==> config.mk <==
export PLATFORM = sky130hd
export DESIGN_NAME = zigzag_rom_loader
export DESIGN_NICKNAME = d
export VERILOG_FILES = /design/src/rtl/zigzag_rom_loader.sv
export SDC_FILE = /design/constraint.sdc
export NUM_CORES = 1
export LEC_CHECK = 0
export BUFFER_PORTS_ARGS = -buffer_cell sky130_fd_sc_hd__clkbuf_2
export CAP_MARGIN = 40
export CORE_ASPECT_RATIO = 1.2
export CORE_MARGIN = 4
export CORE_UTILIZATION = 49
export CTS_CLUSTER_SIZE = 25
export DETAILED_ROUTE_END_ITERATION = 6
export PLACE_DENSITY_LB_ADDON = 0.2
export SKIP_LAST_GASP = 1
export SYNTH_ARGS = -nofsm -noshare
export SYNTH_HDL_FRONTEND = slang
export SYNTH_SLANG_ARGS = --single-unit
==> constraint.sdc <==
create_clock -name clk_sys -period 2.2 [get_ports clk_sys]
set_input_delay 0.33 -clock clk_sys [delete_from_list [all_inputs] [get_ports clk_sys]]
set_output_delay 0.33 -clock clk_sys [all_outputs]
set_load 0.03 [all_outputs]
==> src/rtl/zigzag_rom_loader.sv <==
// zigzag_rom_loader: decodes HPS download bytes into program / graphics /
// colour-PROM write strobes, arbitrates the shared ROM address bus between
// the loader and the running CPU, and holds the game core in reset until a
// complete image is resident and a settle period has elapsed.
module zigzag_rom_loader #(
  parameter logic [15:0] PROG_END      = 16'h4000,
  parameter logic [15:0] GFX_END       = 16'h5000,
  parameter logic [15:0] PROM_END      = 16'h5020,
  parameter int          SETTLE_CYCLES = 16
) (
  input  logic        clk_sys,
  input  logic        reset,
  input  logic        dn_download,
  input  logic        dn_wr,
  input  logic [15:0] dn_addr,
  input  logic [7:0]  dn_data,
  input  logic [15:0] cpu_addr,
  output logic [15:0] rom_addr,
  output logic [7:0]  rom_data,
  output logic        prog_we,
  output logic        gfx_we,
  output logic        prom_we,
  output logic        core_reset,
  output logic        load_done,
  output logic        load_error
);

  localparam logic [15:0] SETTLE_INIT = 16'(SETTLE_CYCLES - 1);
  localparam logic [16:0] IMAGE_SIZE  = {1'b0, PROM_END};
  localparam logic [16:0] CNT_MAX     = 17'h1FFFF;

  typedef enum logic [1:0] {
    S_IDLE,
    S_LOAD,
    S_SETTLE,
    S_RUN
  } state_t;

  state_t      state_q, state_d;
  logic        dl_q;
  logic        dl_rise, dl_fall;
  logic        enter_load, settle_start, set_err;

  logic        wr_q;
  logic        prog_we_q, gfx_we_q, prom_we_q;
  logic [7:0]  rom_data_q;
  logic [15:0] ld_addr_q, ld_addr_d;

  logic [16:0] cnt_q;
  logic        ovr_q;
  logic [15:0] settle_q;
  logic        err_q;

  logic        accept;
  logic        in_prog, in_gfx, in_prom;
  logic        complete;

  assign dl_rise  = dn_download & ~dl_q;
  assign dl_fall  = ~dn_download & dl_q;

  // Writes are only taken while the window is open and the FSM is loading;
  // a strobe coinciding with the falling edge of dn_download is dropped.
  assign accept   = (state_q == S_LOAD) & dn_wr & dn_download;

  assign in_prog  = dn_addr < PROG_END;
  assign in_gfx   = dn_addr < GFX_END;
  assign in_prom  = dn_addr < PROM_END;

  assign complete = (cnt_q >= IMAGE_SIZE) & ~ovr_q;

  // Region-relative address for the decoded write
  always_comb begin
    ld_addr_d = dn_addr;
    if (in_prog)      ld_addr_d = dn_addr;
    else if (in_gfx)  ld_addr_d = dn_addr - PROG_END;
    else if (in_prom) ld_addr_d = dn_addr - GFX_END;
  end

  // Download-window edge detector; tracks the input even in reset so a
  // window still open when reset releases is not mistaken for a new one
  always_ff @(posedge clk_sys) begin
    dl_q <= dn_download;
  end

  // FSM state register
  always_ff @(posedge clk_sys) begin
    if (reset) state_q <= S_IDLE;
    else       state_q <= state_d;
  end

  // FSM next-state and per-transition control pulses
  always_comb begin
    state_d      = state_q;
    enter_load   = 1'b0;
    settle_start = 1'b0;
    set_err      = 1'b0;
    case (state_q)
      S_IDLE: begin
        if (dl_rise) begin
          state_d    = S_LOAD;
          enter_load = 1'b1;
        end
      end
      S_LOAD: begin
        if (dl_fall) begin
          state_d      = S_SETTLE;
          settle_start = 1'b1;
        end
      end
      S_SETTLE: begin
        if (settle_q == 16'd0) begin
          if (complete) begin
            state_d = S_RUN;
          end else begin
            state_d = S_IDLE;
            set_err = 1'b1;
          end
        end
      end
      S_RUN: begin
        if (dl_rise) begin
          state_d    = S_LOAD;
          enter_load = 1'b1;
        end
      end
      default: state_d = S_IDLE;
    endcase
  end

  // Registered write decode: one strobe, address and data the cycle after dn_wr
  always_ff @(posedge clk_sys) begin
    if (reset) begin
      wr_q       <= 1'b0;
      prog_we_q  <= 1'b0;
      gfx_we_q   <= 1'b0;
      prom_we_q  <= 1'b0;
      rom_data_q <= 8'h00;
      ld_addr_q  <= 16'h0000;
    end else begin
      wr_q      <= accept;
      prog_we_q <= accept & in_prog;
      gfx_we_q  <= accept & ~in_prog & in_gfx;
      prom_we_q <= accept & ~in_gfx & in_prom;
      if (accept) begin
        rom_data_q <= dn_data;
        ld_addr_q  <= ld_addr_d;
      end
    end
  end

  // Saturating count of in-image writes plus overrun flag, cleared per download
  always_ff @(posedge clk_sys) begin
    if (reset || enter_load) begin
      cnt_q <= 17'd0;
      ovr_q <= 1'b0;
    end else if (accept) begin
      if (in_prom) begin
        if (cnt_q != CNT_MAX) cnt_q <= cnt_q + 17'd1;
      end else begin
        ovr_q <= 1'b1;
      end
    end
  end

  // Settle down-counter, loaded as the download window closes
  always_ff @(posedge clk_sys) begin
    if (reset) begin
      settle_q <= 16'd0;
    end else if (settle_start) begin
      settle_q <= SETTLE_INIT;
    end else if (state_q == S_SETTLE && settle_q != 16'd0) begin
      settle_q <= settle_q - 16'd1;
    end
  end

  // Sticky error flag: set when settle ends on a bad image, cleared on a new load
  always_ff @(posedge clk_sys) begin
    if (reset || enter_load) err_q <= 1'b0;
    else if (set_err)        err_q <= 1'b1;
  end

  // The loader owns the bus through LOAD and for the cycle carrying the last
  // strobe; core_reset is high in both cases, so the CPU never sees it.
  assign rom_addr   = (state_q == S_LOAD || wr_q) ? ld_addr_q : cpu_addr;
  assign rom_data   = rom_data_q;
  assign prog_we    = prog_we_q;
  assign gfx_we     = gfx_we_q;
  assign prom_we    = prom_we_q;
  assign core_reset = (state_q != S_RUN);
  assign load_done  = (state_q == S_RUN);
  assign load_error = err_q;

endmodule

== After elaboration in Yosys (flattened, before gate mapping) ==
Index checks and enable logic that the tools add are counted.
Widths: inputs -> output; s select.
Operators by class
  magnitude comparators: 4
  mux-type cells: 18
  eq/ne operators: 8
  add/subtract/negate cells: 4
  bitwise gates (word level): 16
  reductions and logical operators: 12
Operator list (count)
  $mux 16: 4
  $lt 16x15->1 const B: 3
  $sub 16x15->16 const B: 2
  $add 17x1->17 const B: 1
  $ge 17x15->1 const B: 1
  $ne 17x17->1 const B: 1
  $logic_not 16->1: 1
  $reduce_bool 16->1: 1
  $sub 16x1->16 const B: 1
  $and 1x1->1: 10
  $mux 2: 4
  $mux 4: 2
  $mux 1: 7
  $ne 2x2->1 const B: 3
  $not 1->1: 6
  $pmux 2 s3: 1
  $reduce_and 3->1: 2
  $eq 2x2->1 const B: 2
  $reduce_or 2->1: 2
  $eq 2x1->1 const B: 1
  $logic_not 2->1: 1
  $logic_or 1x1->1: 2
  $ne 2x1->1 const B: 1
  $reduce_and 2->1: 1
  other kinds (2): 2
Storage, ports and cells
  word-level logic and storage cells: 75
  input port bits: 44
  output and inout bits: 30
  bits in registers: 66

== Depth between registers and ports, before layout ==
Gate-level depths: netlist of run 1.
  depth after elaboration: 5
  mapped depth: 9
  depth with buffers taken out: 9

== Worst setup path after synthesis of run 1 ==
No wires, ideal clock.
  kind: reg-to-reg
  start point: reg cnt_q[0]
  end point: reg cnt_q[5]
  arrival: 2.142 ns
  setup slack: -0.069 ns
  path buffers: 1
  data required time: 2.072 ns
  cell stages (with the launch flop): 10
  cells stage by stage: dfxtp_1 ha_1 nand3_1 nor4_1 ha_1 or3_1 clkbuf_1 nor4b_4 xnor2_1 nor2_1
On the way
  word-level cells in the longest chain between the ends: 2
Ends and longest elaborated chain
  start: declaration: RTL line 49  | logic [16:0] cnt_q;
  start signal: assignment: RTL line 158  | if (cnt_q != CNT_MAX) cnt_q <= cnt_q + 17'd1;
  parallel branches: the longest is 2 deep, another holds $add 17x1->17
Several ways; the timed one is not identified.
A chain may end at the register's enable or synchronous reset.

== Worst setup path after layout of run 1 ==
  start point: reg state_q[1]
  end point: out rom_addr[15]
On the way
  word-level cells in the longest chain between the ends: 3
Ends and longest elaborated chain
  start: declaration: RTL line 39  | state_t state_q, state_d;
  start signal: assignment: RTL line 88  | else state_q <= state_d;
  $eq 2x1->1: RTL line 184  | assign rom_addr = (state_q == S_LOAD || wr_q) ? ld_addr_q : cpu_addr;
  $logic_or 1x1->1: RTL line 184
  $mux 16: RTL line 184
  end: declaration: RTL line 18  | output logic [15:0] rom_addr,
Every way passes these cells.

==> flow_metrics.tcl, run 1 <==
set metrics [dict create \
    synthesis.nets 439 \
    async_flop_share_pct 0 \
    io_buffers 73 \
    p_clk_share_pct 20.2 \
    clk_pin_slew_ps 70 \
    io_pins 74 \
    skew_ps 9.229 \
    drc 0 \
    period_needed_ps 2130 \
    synth.top_cell.area_share_pct 39.51 \
    cp_max_fo 8 \
    post-route-period-util_pct 96.83 \
    yosysUniqueCellTypes 55 \
    via_per_inst 5.179 \
    n_antenna_cell 0 \
    avgRoutedWirePerCell_um 13.41 \
    drive_gt1_share_pct 33.61 \
    place_area_um2 3936 \
    place_congestion 0.8805 \
    maxSlewViolCount 0 \
    rsz0062_at_grt "true" \
    multiInputGateArea_um2 1958 \
    p_comb_share_pct 48.8 \
    dp_hpwl_um 5502 \
    irDropWorstVdd_mv 1.211 \
    max_freq_ghz 0.4694 \
    wl_um 7643 \
    fin_area_um2 4269 \
    worstSkewPairLatency_ps 330 \
    crit_chain "inv_2, ha_4, nor2_4, clkbuf_16, mux2_2, clkbuf_2" \
    ys_top_cells_by_area "dfxtp_1 (40%), nand2_1 (5.8%), mux2_2 (5.4%)" \
    vias 2952 \
    cap_violations 0 \
    syn-cell-area_um2 3344 \
    hold_viol 0 \
    dr.pass1.iters 4 \
    crit_path_end_kind "output pin" \
    cts_made_buffers 9 \
    worstPathRequired_ps 1870 \
    synth_flop_cell "dfxtp_1" \
    die_w_um 83.42 \
    htreeDepth 3 \
    slowest_delay_ps 360 \
    yosysMostFrequentCell "dfxtp_1" \
    p_switching_w 0.001852 \
    finalNonFillerCells 570 \
    ys_ff_latch 66 \
    grt_pass1_vias 2748 \
    min_path_type "input pin to flip-flop" \
    synth-edff-count 0 \
    p_leak_nw 1.726 \
    rows 32 \
    setup_viol 0 \
    die_area_um2 8216 \
    hold_slack_ps 192.9 \
    ys_top_cells_by_count "dfxtp_1 (66), nand2_1 (52), nor2_1 (38)" \
    switching_share_pct 37.35 \
    seq_area_um2 1324 \
    pwr-share-seq_pct 31.0 \
    start_kind "flip-flop" \
    critPathArrivalTime_ps 1800 \
    grt_pass1_wl_um 12510 \
    crit_type "flip-flop to output pin" \
    clk_path_buf_depth 2 \
    clock-sinks 66 \
    grt_max_degree 36 \
    antenna_left 0 \
    power.internal_w 0.003107 \
    synth_warnings 0 \
    cts_hold_buf 0 \
    initial_utilization_pct 51.25 \
    status "finished, final reports clean" \
    synth_area_leader_cell "dfxtp_1" \
    core_area_um2 6526 \
    drt_iter0_markers 72 \
    synth_cells 382 \
    die_h_um 98.50 \
    cts_tree "built" \
    crit_slowest_cell "dfxtp_2" \
    tightest_slew_ps 476.8 \
    fillers 561 \
    dp_cells 547 \
    grt_use_total_pct 18.22 \
    seq_area_frac_synth_pct 39.51 \
    slew_headroom_pct 68.21 \
    p_per_area_nw_per_um2 1162 \
    antenna_found_initial 0 \
    avgSynthCellArea_um2 8.755 \
    area_growth_pct 27.65 \
    p_total_w 0.004959 \
    final_nets 537 \
    grt_overflow 0 \
    cts-root-buf "clkbuf_8" \
]
-- power by group through the flow --
stage	combinational (W)	sequential, W	clock, W
global placement	0.00189	0.00154	0
finish	0.00242	0.00154	0.00100
global route	0.00267	0.00156	0.00108
floorplan	0.00147	0.00154	0
detailed placement	0.00193	0.00155	0
CTS	0.00194	0.00152	0.00103
-- cell type report --
type / instances / share of cell area (%)
Timing Repair Buffer: 103 / 14.65
Sequential cell: 66 / 31.01
Tap cell: 85 / 2.491
Multi-Input combinational cell: 284 / 45.87
Clock buffer: 11 / 3.312
Clock inverter: 5 / 1.260
Inverter: 16 / 1.407
-- kinds of logic (layout without fill, tap and decap cells) --
group / Yosys count / after routing / synth area share, %
simple gates: 173 / 173 / 28.84
mux: 16 / 16 / 5.387
compound gates: 55 / 55 / 10.40
flops: 66 / 66 / 39.51
fa+ha+maj: 13 / 13 / 4.864
xor+xnor: 27 / 27 / 7.071
buf+inv: 32 / 135 / 3.928
-- stage by stage --
step / utilization [%] / TNS, ps / setup WS, ps
2_1_floorplan: - / -6.736 / -6.736
3_3_place_gp: 60.31 / 0 / 122.1
3_5_place_dp: 60.31 / 0 / 66.74
4_1_cts: 63.42 / 0 / 23.62
5_1_grt: 65.41 / -61.15 / -17.65
6_report: 65.41 / 0 / 69.67
-- state kept, by name, indices dropped and copies added, names as in the netlist --
register / cells
ld_addr_q: 16
state_q: 2
ovr_q: 1
cnt_q: 17
settle_q: 16
rom_data: 8
prog_we: 1
prom_we: 1
gfx_we: 1
wr_q: 1
load_error: 1
dl_q: 1
-- final timing paths --
path	endpoint	slack (ps)	from	cells after the start
hold reg to reg	ld_addr_q[10]	450	ld_addr_q[10]	2
hold / removal	dl_q	190	dn_download	1
setup / recovery	rom_addr[15]	70	state_q[1]	6
setup reg to reg	cnt_q[12]	100	cnt_q[9]	9
-- cells in the final DEF (no fill, tap or decap), types with 4 or more instances in the layout --
master    Yosys  final
a21oi_1      32     31
buf_2         0      9
buf_4         1     30
clkbuf_2      0     62
clkbuf_8      0     10
dfxtp_1      66     64
ha_1         13     12
inv_1        16     15
mux2_2       16     16
nand2_1      52     51
nand2b_1      5      5
nand3_1       8      6
nand3b_1      4      4
nand4_1       4      4
nor2_1       38     37
nor3_1       14     14
nor4_1        6      4
nor4_2        7      7
o21ai_0       6      6
or3_1         7      7
xnor2_1      20     20
xor2_1        7      7
-- metal layers --
metal  vias to the layer above  part of all wire [%]  wire length, um  global-route usage (%)
met5                         -                     0                0                       0
met4                         0                   1.4              105                   5.817
met3                        12                   3.9              301                   4.431
met2                        58                    49             3777                   30.74
met1                      1360                    45             3460                   22.97
li1                       1522                     -                -                       -
-- what timing repair did --
action	CTS	global route
gates resized for setup	3	25
pin swaps	1	4
setup endpoints to repair	16	24
buffers inserted	0	6
cloned	0	1
-- worst max-delay path, delay by kind of cell (launching register included) --
| family | cells | cell delay, ps |
|---|---|---|
| and+or+nand+nor | 1 | 170 |
| muxes | 1 | 330 |
| DFF | 1 | 360 |
| adders and majority gates | 1 | 180 |
| buffers and inverters | 3 | 420 |
(Power assumes the default switching activity.)
==> run 2, diff against run 1 <==
- CORE_UTILIZATION: 49 -> 55
- clock period: 2.2 -> 2.55 ns (I/O delays scaled with it)
==> run 2 against run 1 <==
- routed wire length shrank 2.7%
- hold slack gained 57 ps
- flip-flop and latch count is the same
- global-route usage grew 3.4 points
- combinational power shrank 30%
- utilization grew 4.3 points
- first-iteration DRC count grew 54%
- clock power shrank 10%
- worst setup slack gained 120 ps
- total power shrank 21%
- critical path type unchanged
- largest power group unchanged
==> flow_metrics.tcl, run 2 (synthesized netlist as in run 1, its figures left out) <==
set metrics [dict create \
    area_growth_pct 20.50 \
    drive_gt1_share_pct 28.60 \
    final_common_cell "clkbuf_2" \
    cp_max_fo 16 \
    hold_viol 0 \
    crit_type "flip-flop to output pin" \
    largest_reg_flops 17 \
    min_path_type "input pin to flip-flop" \
    dr.pass1.iters 4 \
    final_cell_mix "clkbuf_2 (73), dfxtp_1 (66), nand2_1 (52)" \
    initial_utilization_pct 57.86 \
    die_w_um 79.19 \
    cp.depth 6 \
    io_pins 74 \
    worstPathRequired_ps 2170 \
    grt_pass1_vias 2900 \
    place_congestion 0.8306 \
    critPathArrivalTime_ps 1980 \
    crit_chain "inv_1, ha_1, nor2_1, buf_4, mux2_2, clkbuf_2" \
    start_kind "flip-flop" \
    n_antenna_cell 0 \
    largest_register "cnt_q" \
    cts_tree "built" \
    crit_family "buffers and inverters" \
    irDropWorstVdd_mv 0.4162 \
    tightest_slew_ps 608.0 \
    rows 30 \
    antenna_left 0 \
    worstSkewPairLatency_ps 340 \
    rsz0062_at_grt "false" \
    clk_path_buf_depth 2 \
    cts_made_buffers 9 \
    post-route-period-util_pct 92.65 \
    maxSlewViolCount 0 \
    utilization_pct 69.72 \
    io_buffers 73 \
    grt_use_total_pct 21.58 \
    slew_headroom_pct 59.47 \
    dp_hpwl_um 5417 \
    cts.repair.resized 0 \
    via_per_inst 5.354 \
    fin_area_um2 4030 \
    setup_tns_ps 0 \
    reg_top3 "cnt_q x17, ld_addr_q x16, settle_q x16" \
    vias 2918 \
    post_cts_buffers 0 \
    core_area_um2 5781 \
    die_h_um 93.42 \
    p_per_area_nw_per_um2 969.5 \
    status "finished, final reports clean" \
    avgRoutedWirePerCell_um 13.64 \
    max_freq_ghz 0.4233 \
    htreeDepth 3 \
    p_leak_nw 1.605 \
    die_area_um2 7397 \
    slowest_delay_ps 370 \
    clk_pin_slew_ps 60 \
    worstHoldPathCells 1 \
    place_area_um2 3821 \
    crit_slowest_cell "dfxtp_1" \
    drt_iter0_markers 111 \
    clock-sinks 66 \
    drc 0 \
    skew_ps 5.186 \
    cts_hold_buf 0 \
    cap_violations 0 \
    period_needed_ps 2363 \
    worstPathBufferInverterCount 3 \
    grt_overflow 0 \
    grt_pass1_wl_um 12880 \
    reg2reg_depth 9 \
    antenna_found_initial 0 \
    grt_max_degree 27 \
    setup_viol 0 \
    final_nets 518 \
    wl_um 7436 \
    cts-root-buf "clkbuf_8" \
    crit_path_end_kind "output pin" \
]
run 2: per-stage QoR:
step                instances  total power (W)  hold slack, ps  setup WS (ps)
global placement          530         0.002980           441.8          242.9
detailed placement        530         0.003023           450.6          185.8
finish                    545         0.003907           249.9          187.4
floorplan                 382         0.002595           410.2          280.8
CTS                       545         0.003939           233.6          174.1
global route              545         0.004198           247.9          110.9
run 2: report_power, final:
group	switching (W)	total (W)	internal [W]
Combinational	0.000958	0.00169	0.000734
Clock	0.000375	0.000900	0.000525
Sequential	0.000139	0.00132	0.00118
run 2: worst paths after layout:
check | end | slack (ps) | from
worst max register to register | cnt_q[15] | 320 | cnt_q[9]
worst max-delay path | rom_addr[2] | 190 | state_q[1]
worst min-delay path | dl_q | 250 | dn_download
worst min register to register | rom_data[4] | 460 | rom_data[4]
run 2: layout make-up:
| cell class | count | area, um^2 |
|---|---|---|
| Fill cell | 510 | 1750 |
| Timing Repair Buffer | 84 | 447.9 |
| Multi-Input combinational cell | 284 | 1897 |
| Clock buffer | 13 | 168.9 |
| Sequential cell | 66 | 1321 |
| Clock inverter | 2 | 35.03 |
| Tap cell | 80 | 100.1 |
| Inverter | 16 | 60.06 |
run 2: metal layers:
layer	share of wire [%]	up-vias	global-route usage, %
met2	52	60	37.78
li1	-	1488	-
met4	1.6	0	7.593
met3	4.0	10	5.299
met1	43	1360	25.42
met5	0	-	0
run 2: worst reg2reg max path, cell delays in order, from the launching register on:
cell	delay [ps]
dfxtp_1	330
and4_1	260
nand3_1	150
nor4_1	70
ha_1	200
nand3b_1	160
nor4_1	260
nand2_1	170
or4_1	410
a21oi_1	140
